[config.mk]
export PLATFORM = sky130hd
export DESIGN_NAME = signed_sat_accum
export DESIGN_NICKNAME = d
export VERILOG_FILES = /design/src/rtl/signed_accum_pkg.sv /design/src/rtl/signed_sat_accum_sat_add.sv /design/src/rtl/signed_sat_accum.sv
export SDC_FILE = /design/constraint.sdc
export NUM_CORES = 1
export LEC_CHECK = 0
export BUFFER_PORTS_ARGS = -buffer_cell sky130_fd_sc_hd__buf_2
export CAP_MARGIN = 10
export CORE_MARGIN = 5
export CORE_UTILIZATION = 30
export CTS_BUF_LIST = sky130_fd_sc_hd__clkbuf_4
export CTS_CLUSTER_DIAMETER = 100
export DETAILED_ROUTE_END_ITERATION = 16
export HOLD_SLACK_MARGIN = 0.08
export PLACE_DENSITY_LB_ADDON = 0.08
export REMOVE_ABC_BUFFERS = 1
export SYNTH_ARGS = -nofsm -noshare
export SYNTH_HDL_FRONTEND = slang
export SYNTH_HIERARCHICAL = 1
export SYNTH_SLANG_ARGS = --single-unit
[constraint.sdc]
create_clock -name clk -period 2.6 [get_ports clk]
set_input_delay 0.52 -clock clk [delete_from_list [all_inputs] [get_ports clk]]
set_output_delay 0.52 -clock clk [all_outputs]
set_load 0.05 [all_outputs]
[src/rtl/signed_accum_pkg.sv]
// signed_accum_pkg: shared state encoding, mode constants and saturation bounds for signed_sat_accum
package signed_accum_pkg;
  typedef enum logic [1:0] {IDLE, ACCUM, HOLD} state_e;
  localparam logic MODE_ADD = 1'b0;
  localparam logic MODE_ACC = 1'b1;
  // Bounds returned 64 bits wide; callers keep the low w bits.
  function automatic logic [63:0] sat_max(input int w);
    return (64'd1 << (w - 1)) - 64'd1;
  endfunction
  function automatic logic [63:0] sat_min(input int w);
    return ~sat_max(w);
  endfunction
endpackage

[src/rtl/signed_sat_accum_sat_add.sv]
// sat_add: combinational signed add of two WIDTH-bit operands with overflow flag
//   a, b : signed operands
//   y    : clamped sum (SAT_ARITH_EN defined) or wrapped WIDTH LSBs (undefined)
//   ovf  : true sum lies outside the signed WIDTH-bit range
module sat_add
  import signed_accum_pkg::*;
#(
  parameter int WIDTH = 8
) (
  input  logic signed [WIDTH-1:0] a,
  input  logic signed [WIDTH-1:0] b,
  output logic signed [WIDTH-1:0] y,
  output logic                    ovf
);
  logic [WIDTH:0] s;
  assign s = {a[WIDTH-1], a} + {b[WIDTH-1], b};
  // The extra sign bit disagrees with the result MSB exactly when the sum left the range.
  assign ovf = s[WIDTH] != s[WIDTH-1];
`ifdef SAT_ARITH_EN
  localparam logic [WIDTH-1:0] MAX_V = WIDTH'(sat_max(WIDTH));
  localparam logic [WIDTH-1:0] MIN_V = WIDTH'(sat_min(WIDTH));
  assign y = ovf ? (s[WIDTH] ? MIN_V : MAX_V) : s[WIDTH-1:0];
`else
  assign y = s[WIDTH-1:0];
`endif
endmodule

[src/rtl/signed_sat_accum.sv]
// signed_sat_accum: registered signed adder / NUM_SAMPLES-beat accumulator with valid/ready and overflow flag
//   clk, rst (async, active-high)
//   in_valid/in_ready, in_a, in_b, mode (0 add, 1 accumulate; sampled on first beat of a run)
//   out_valid/out_ready, sum, overflow (sticky within a run), beat_cnt
//   SAT_ARITH_EN defined selects saturation; undefined selects two's-complement wrap.
module signed_sat_accum
  import signed_accum_pkg::*;
#(
  parameter int WIDTH       = 8,
  parameter int NUM_SAMPLES = 4,
  parameter int CNT_W       = $clog2(NUM_SAMPLES + 1)
) (
  input  logic                    clk,
  input  logic                    rst,
  input  logic                    in_valid,
  output logic                    in_ready,
  input  logic signed [WIDTH-1:0] in_a,
  input  logic signed [WIDTH-1:0] in_b,
  input  logic                    mode,
  output logic                    out_valid,
  input  logic                    out_ready,
  output logic signed [WIDTH-1:0] sum,
  output logic                    overflow,
  output logic [CNT_W-1:0]        beat_cnt
);
  state_e                  state_q, state_d;
  logic signed [WIDTH-1:0] acc_q, acc_d, sum_q, sum_d, pair_y, acc_y;
  logic                    ovf_q, ovf_d, out_valid_q, out_valid_d, pair_ovf, acc_ovf;
  logic [CNT_W-1:0]        beat_cnt_q, beat_cnt_d;
  logic                    in_acc, out_acc, last;
  sat_add #(.WIDTH(WIDTH)) u_pair (.a(in_a),  .b(in_b),   .y(pair_y), .ovf(pair_ovf));
  sat_add #(.WIDTH(WIDTH)) u_acc  (.a(acc_q), .b(pair_y), .y(acc_y),  .ovf(acc_ovf));
  assign in_ready  = state_q != HOLD;
  assign out_valid = out_valid_q;
  assign sum       = sum_q;
  assign overflow  = ovf_q;
  assign beat_cnt  = beat_cnt_q;
  assign in_acc    = in_valid && in_ready;
  assign out_acc   = out_valid_q && out_ready;
  // acc_q is zero in IDLE, so the accumulator adder also serves the first beat of a run.
  assign last      = (state_q == IDLE) ? (NUM_SAMPLES == 1) : (beat_cnt_q == CNT_W'(NUM_SAMPLES - 1));
  always_comb begin
    state_d     = state_q;
    acc_d       = acc_q;
    sum_d       = sum_q;
    ovf_d       = ovf_q;
    out_valid_d = out_valid_q;
    beat_cnt_d  = beat_cnt_q;
    if (state_q == IDLE && in_acc && mode == MODE_ADD) begin
      sum_d       = pair_y;
      ovf_d       = pair_ovf;
      out_valid_d = 1'b1;
      state_d     = HOLD;
    end else if (in_acc && (state_q == ACCUM || mode == MODE_ACC)) begin
      acc_d       = acc_y;
      ovf_d       = (state_q == ACCUM && ovf_q) || pair_ovf || acc_ovf;
      beat_cnt_d  = (state_q == IDLE) ? CNT_W'(1) : beat_cnt_q + CNT_W'(1);
      sum_d       = last ? acc_y : sum_q;
      out_valid_d = last;
      state_d     = last ? HOLD : ACCUM;
    end else if (state_q == HOLD && out_acc) begin
      out_valid_d = 1'b0;
      beat_cnt_d  = '0;
      acc_d       = '0;
      state_d     = IDLE;
    end
  end
  always_ff @(posedge clk or posedge rst) begin
    if (rst) begin
      state_q     <= IDLE;
      acc_q       <= '0;
      sum_q       <= '0;
      ovf_q       <= 1'b0;
      out_valid_q <= 1'b0;
      beat_cnt_q  <= '0;
    end else begin
      state_q     <= state_d;
      acc_q       <= acc_d;
      sum_q       <= sum_d;
      ovf_q       <= ovf_d;
      out_valid_q <= out_valid_d;
      beat_cnt_q  <= beat_cnt_d;
    end
  end
endmodule

# Word level (Yosys, flattened, before mapping)

Cells that the tools add are included.

Bits in registers: 23
Input port bits: 21
Output and inout bits: 14
Logic and storage cells: 52

Add/subtract/negate cells: 3
Equal/unequal tests: 6
Muxes and demuxes: 18
Bitwise operators: 2
Reductions and logical operators: 17

Operators by type and width:

| operator                                      | count |
|---|---|
| 2-to-1 mux 8 bit                              | 5 |
| adder 8 x 8 -> 9 bit                          | 2 |
| 2-to-1 mux 3 bit                              | 3 |
| 2-to-1 mux 2 bit                              | 4 |
| logical AND 1 bit                             | 7 |
| 2-to-1 mux 1 bit                              | 6 |
| nonzero test 2 bit                            | 3 |
| AND reduction 2 bit                           | 2 |
| adder 3 x 1 -> 3 bit, second input constant   | 1 |
| == test 3 x 2 -> 1 bit, second input constant | 1 |
| logical OR 1 bit                              | 3 |
| nonzero test 3 bit                            | 1 |
| == test 2 x 1 -> 1 bit, second input constant | 1 |
| == test 2 bit, second input constant          | 1 |
| logical NOT 2 bit                             | 1 |
| != test 1 bit                                 | 2 |
| != test 2 bit, second input constant          | 1 |
| NOT 1 bit                                     | 2 |

# Longest topological paths before layout

Word-level depth: 6
Mapped depth: 15
Depth with buffers taken out: 15

# Modules after synthesis

The synthesis kept the hierarchy.

By module, submodules not included:

| module           | times used | cells an instance | area each (µm²) | seq. area each (µm²) |
|---|---|---|---|---|
| signed_sat_accum | 1          | 88                | 1,127.3         | 550.5 |
| sat_add          | 2          | 40                | 334.1           | 0.0 |

# Worst setup path before layout

OpenSTA, ideal clock, no wires.

Kind: in2reg
From: input port in_a[0]
To: register sum_q[7] (netlist: sum[7])
Setup time: 0.125 ns
Arrival time: 3.321 ns
Required time: 2.475 ns
Slack: -0.846 ns
Stages: 14
Buffers on the path: 0
Cell sequence: ha_1 fa_1 a21o_2 a21oi_1 o21bai_1 a21oi_1 xnor2_1 ha_1 a21oi_1 o21ai_0 a41oi_2 xnor2_2 mux2_2 mux2_2

Cells in the longest elaborated chain, start to end: 5

Ends and longest elaborated chain:

| item                   | RTL line                       | text |
|---|---|---|
| start: declaration     | signed_sat_accum.sv:17         | `input logic signed [WIDTH-1:0] in_a,` |
| adder 8 x 8 -> 9 bit   | signed_sat_accum_sat_add.sv:16 | `assign s = {a[WIDTH-1], a} + {b[WIDTH-1], b};` |
| via pair_y[6]          | signed_sat_accum.sv:27         | `logic signed [WIDTH-1:0] acc_q, acc_d, sum_q, sum_d, pair_y, acc_y;` |
| adder 8 x 8 -> 9 bit   | signed_sat_accum_sat_add.sv:16 |  |
| via acc_y[7]           | signed_sat_accum.sv:27         |  |
| 2-to-1 mux 8 bit       | signed_sat_accum.sv:58         | `sum_d = last ? acc_y : sum_q;` |
| 2-to-1 mux 8 bit       | signed_sat_accum.sv:54         | `end else if (in_acc && (state_q == ACCUM \|\| mode == MODE_ACC)) begin` |
| 2-to-1 mux 8 bit       | signed_sat_accum.sv:49         | `if (state_q == IDLE && in_acc && mode == MODE_ADD) begin` |
| end signal: assignment | signed_sat_accum.sv:79         | `sum_q <= sum_d;` |
| end: declaration       | signed_sat_accum.sv:27         |  |

The timed path passes the listed nets, and every way through them passes these cells. The select of a mux whose other input is x is not followed.
A chain may end at the register's enable or synchronous reset.

# Final worst setup path

From: input port in_b[0]
To: register sum_q[7] (netlist: sum[7])

Cells in the longest elaborated chain, start to end: 5

Ends and longest elaborated chain:

| item                 | RTL line                       | text |
|---|---|---|
| start: declaration   | signed_sat_accum.sv:18         | `input logic signed [WIDTH-1:0] in_b,` |
| adder 8 x 8 -> 9 bit | signed_sat_accum_sat_add.sv:16 |  |
| via pair_y[6]        | signed_sat_accum.sv:27         |  |
| adder 8 x 8 -> 9 bit | signed_sat_accum_sat_add.sv:16 |  |
| via acc_y[7]         | signed_sat_accum.sv:27         |  |
| 2-to-1 mux 8 bit     | signed_sat_accum.sv:58         |  |
| 2-to-1 mux 8 bit     | signed_sat_accum.sv:54         |  |
| 2-to-1 mux 8 bit     | signed_sat_accum.sv:49         |  |

The timed path passes the listed nets, and every way through them passes these cells. The select of a mux whose other input is x is not followed.

==> impl_metrics.yaml <==
routing:
  ant_nets: 0
  wl_per_cell_um: 14.2
  wl_mm: 4.52
  drtPass1Iterations: 4
  drc: 0
  viasPerCell: 4.99
  vias: 1583
  dr.first_iter.drc_count: 52
power:
  leakage_nw: 1.20
  internal_power_w: 0.00185
  pwr-share-comb_pct: 72.1
  p_seq_share_pct: 19.8
  power.switching_w: 0.00141
  clockPowerShare_pct: 8.2
  power.density_nw_per_um2: 1290
  swShare_pct: 43.3
  peakVddDrop_uv: 765
sta:
  tightest_slew_ps: 906
  post-route-period-util_pct: 118
  finalMaxSlewViolations: 0
  fin_hold_ws_ps: 369
  period_minus_slack_ps: 3070
  rsz0062_at_grt: "yes"
  setup_violations: 8
  fin_ws_ps: -465
  fmax_ghz: 0.326
  fin_skew_ps: 15.8
  hold_viol_final: 0
  relSlewSlack_pct: 39.6
clock_tree:
  clockBufferDepth: 2
  cts_made_buffers: 3
  cts.sinks: 22
  clk_latency_ps: 320
  clk_pin_slew_ps: 140
  root_buffer: "clkbuf_4"
  htreeDepth: 1
  postCtsHoldBufs: 0
  cts_tree: "done"
yosys:
  async_flop_share_pct: 100
  syn_avg_cell_area_um2: 10.7
  synth_edf_count: 0
  synth_fa_ha_area_share_pct: 14.8
  synth-seq-cells: 22
  synth-compound-area-share_pct: 23.9
  synth_top_family_by_area: "compound AO/OA/AOI/OAI gates"
  synth-simple-area-share_pct: 7.67
  muxShareOfSynthArea_pct: 11.5
  synth-main-ff-cell: "dfrtp_1"
  synth_xor_area_share_pct: 6.69
  synthCells: 168
  synthesis.area_um2: 1800
  ys_warn_count: 6
  ys_seq_area_share_pct: 30.7
  yosysUniqueCellTypes: 47
global_route:
  first_global_vias: 1623
  grt_pass1_wl_mm: 7.49
  overflow: 0
  track_usage_pct: 12.2
  antenna_found_initial: 0
  grt_max_degree: 23
worst_setup_path:
  cp_data_arrival_time_ps: 3270
  crit_required_ps: 2800
  rrSetupSlack_ps: 150
  path_class: "primary input to flop"
  cp_slowest_cell: "fa_2"
  crit_fanout: 4
  reg2regPathDepth: 9
  crit_path_end_kind: "flop"
  path_cells: "buf_6, ha_4, fa_2, a21o_2, a21oi_2, o21bai_1, a21oi_2, xnor2_1, ha_1, a21oi_1, o21ai_1, a41oi_2, xnor2_2, mux2_4, mux2_4"
  critPathMaxStageDelay_ps: 350
  startpoint_type: "primary input"
  rr_endpoint: "sum[6]"
  r2r-start: "acc_q[0]"
floorplanning:
  die_w_um: 87.4
  die-area_um2: 7630
  rows: 28
  coreArea_um2: 5890
  initial_core_util_pct: 30.5
  die_h_um: 87.4
  ios: 35
final_layout:
  area_growth_pct: 40.8
  mostFrequentLayoutCells: "40 x buf_4, 32 x buf_2, 22 x dfrtp_1"
  final_common_cell: "buf_4"
  diodes: 0
  stdcell_area_um2: 2530
  drive_above_1_share_pct: 53.3
  utilization_pct: 42.9
  layout.nets: 284
run:
  maxCapViolCount: 0
placement:
  gp_congestion: 0.823
  placed_area_um2: 2300
  dp_hpwl_mm: 3.47
  port_buffers: 34
hold_path:
  min_path_type: "primary input to asynchronous set/reset pin"
outcome:
  violations: "setup timing"
  status: "finished, violations left"
[synthesized netlist by cell type, types with 2 or more instances]
cell,number,area (µm²)
xnor2_2,2,32.5
xnor2_1,6,52.6
a211oi_2,2,25.0
mux2_4,4,60.1
nor2_2,2,12.5
mux2_2,13,146
nor3_1,2,10.0
nor2_1,7,26.3
a21o_2,2,17.5
ha_1,18,225
a21o_1,3,22.5
o21bai_1,2,15.0
a21oi_1,13,65.1
buf_2,3,15.0
dfrtp_1,22,551
nand2_1,5,18.8
o22ai_1,2,12.5
clkbuf_1,2,7.51
a211oi_1,3,22.5
o21a_1,2,15.0
inv_1,10,37.5
a31oi_1,2,12.5
a32o_1,8,80.1
o211ai_1,2,15.0
o21ai_0,4,20.0
a41oi_2,2,32.5
xor2_1,4,35.0
fa_1,2,40.0
[sequential cells by signal, summed over array words and instances (netlist names)]
name       cells
overflow       1
acc_q          8
beat_cnt       3
out_valid      1
state_q        1
sum            8
[timing repair]
| item | 4_1_cts | 5_1_grt |
|---|---|---|
| resized for setup | 24 | 4 |
| gates cloned | 0 | 0 |
| endpoints found under the setup margin | 9 | 9 |
| setup buffers | 5 | 0 |
| pin swaps | 15 | 2 |
[power groups by stage]
stage	combinational, W	clock [W]	sequential (W)
floorplan	0.00111	0	0.000971
global placement	0.00209	0	0.000641
detailed placement	0.00213	0	0.000649
CTS	0.00233	0.000281	0.000645
global route	0.00254	0.000293	0.000666
finish	0.00235	0.000266	0.000646
[kinds of logic after synthesis]
group	count (synthesis)
AND/OR/NAND/NOR	26
multiplexers	17
flip-flops	22
AO/OA/AOI/OAI	54
XOR/XNOR	12
buffers and inverters	17
adder cells (fa/ha/maj)	20
[layer usage]
layer | global-route usage [%] | share of wire [%]
met1 | 15.3 | 45
met2 | 21.8 | 50
met3 | 2.74 | 3.8
met4 | 1.26 | 0.38
met5 | 0 | 0
[how the worst max path moves through the flow]
stage,startpoint,endpoint,cells past startpoint
2_1_floorplan,in_a[0],sum[7],14
3_3_place_gp,in_a[0],sum[7],15
3_5_place_dp,in_a[0],sum[7],15
4_1_cts,in_b[0],sum[7],15
5_1_grt,in_b[0],overflow,17
6_report,in_b[0],sum[7],15
[worst max-delay path: cells and delay by family]
| family | cells | cell delay [ps] |
|---|---|---|
| multiplexers | 2 | 510 |
| adder cells (fa/ha/maj) | 3 | 800 |
| XOR/XNOR | 2 | 270 |
| buffers and inverters | 1 | 100 |
| AO/OA/AOI/OAI | 7 | 1060 |
[area by class of cell]
cell class | count | area, µm²
timing repair buffer | 77 | 517
inverter | 10 | 37.5
sequential | 22 | 551
multi-input combinational | 129 | 1280
tap | 75 | 93.8
fill | 597 | 3360
clock buffer | 3 | 22.5
clock inverter | 1 | 30.0
[metrics by stage]
step / worst slack (ps) / power [W] / setup TNS [ps] / std cells
floorplan: -846 / 0.00208 / -3460 / 161
global placement: -943 / 0.00273 / -7220 / 309
detailed placement: -1000 / 0.00277 / -7620 / 309
CTS: -458 / 0.00325 / -2070 / 317
global route: -510 / 0.00350 / -2900 / 317
finish: -465 / 0.00326 / -2160 / 317
(Power assumes the default switching activity.)
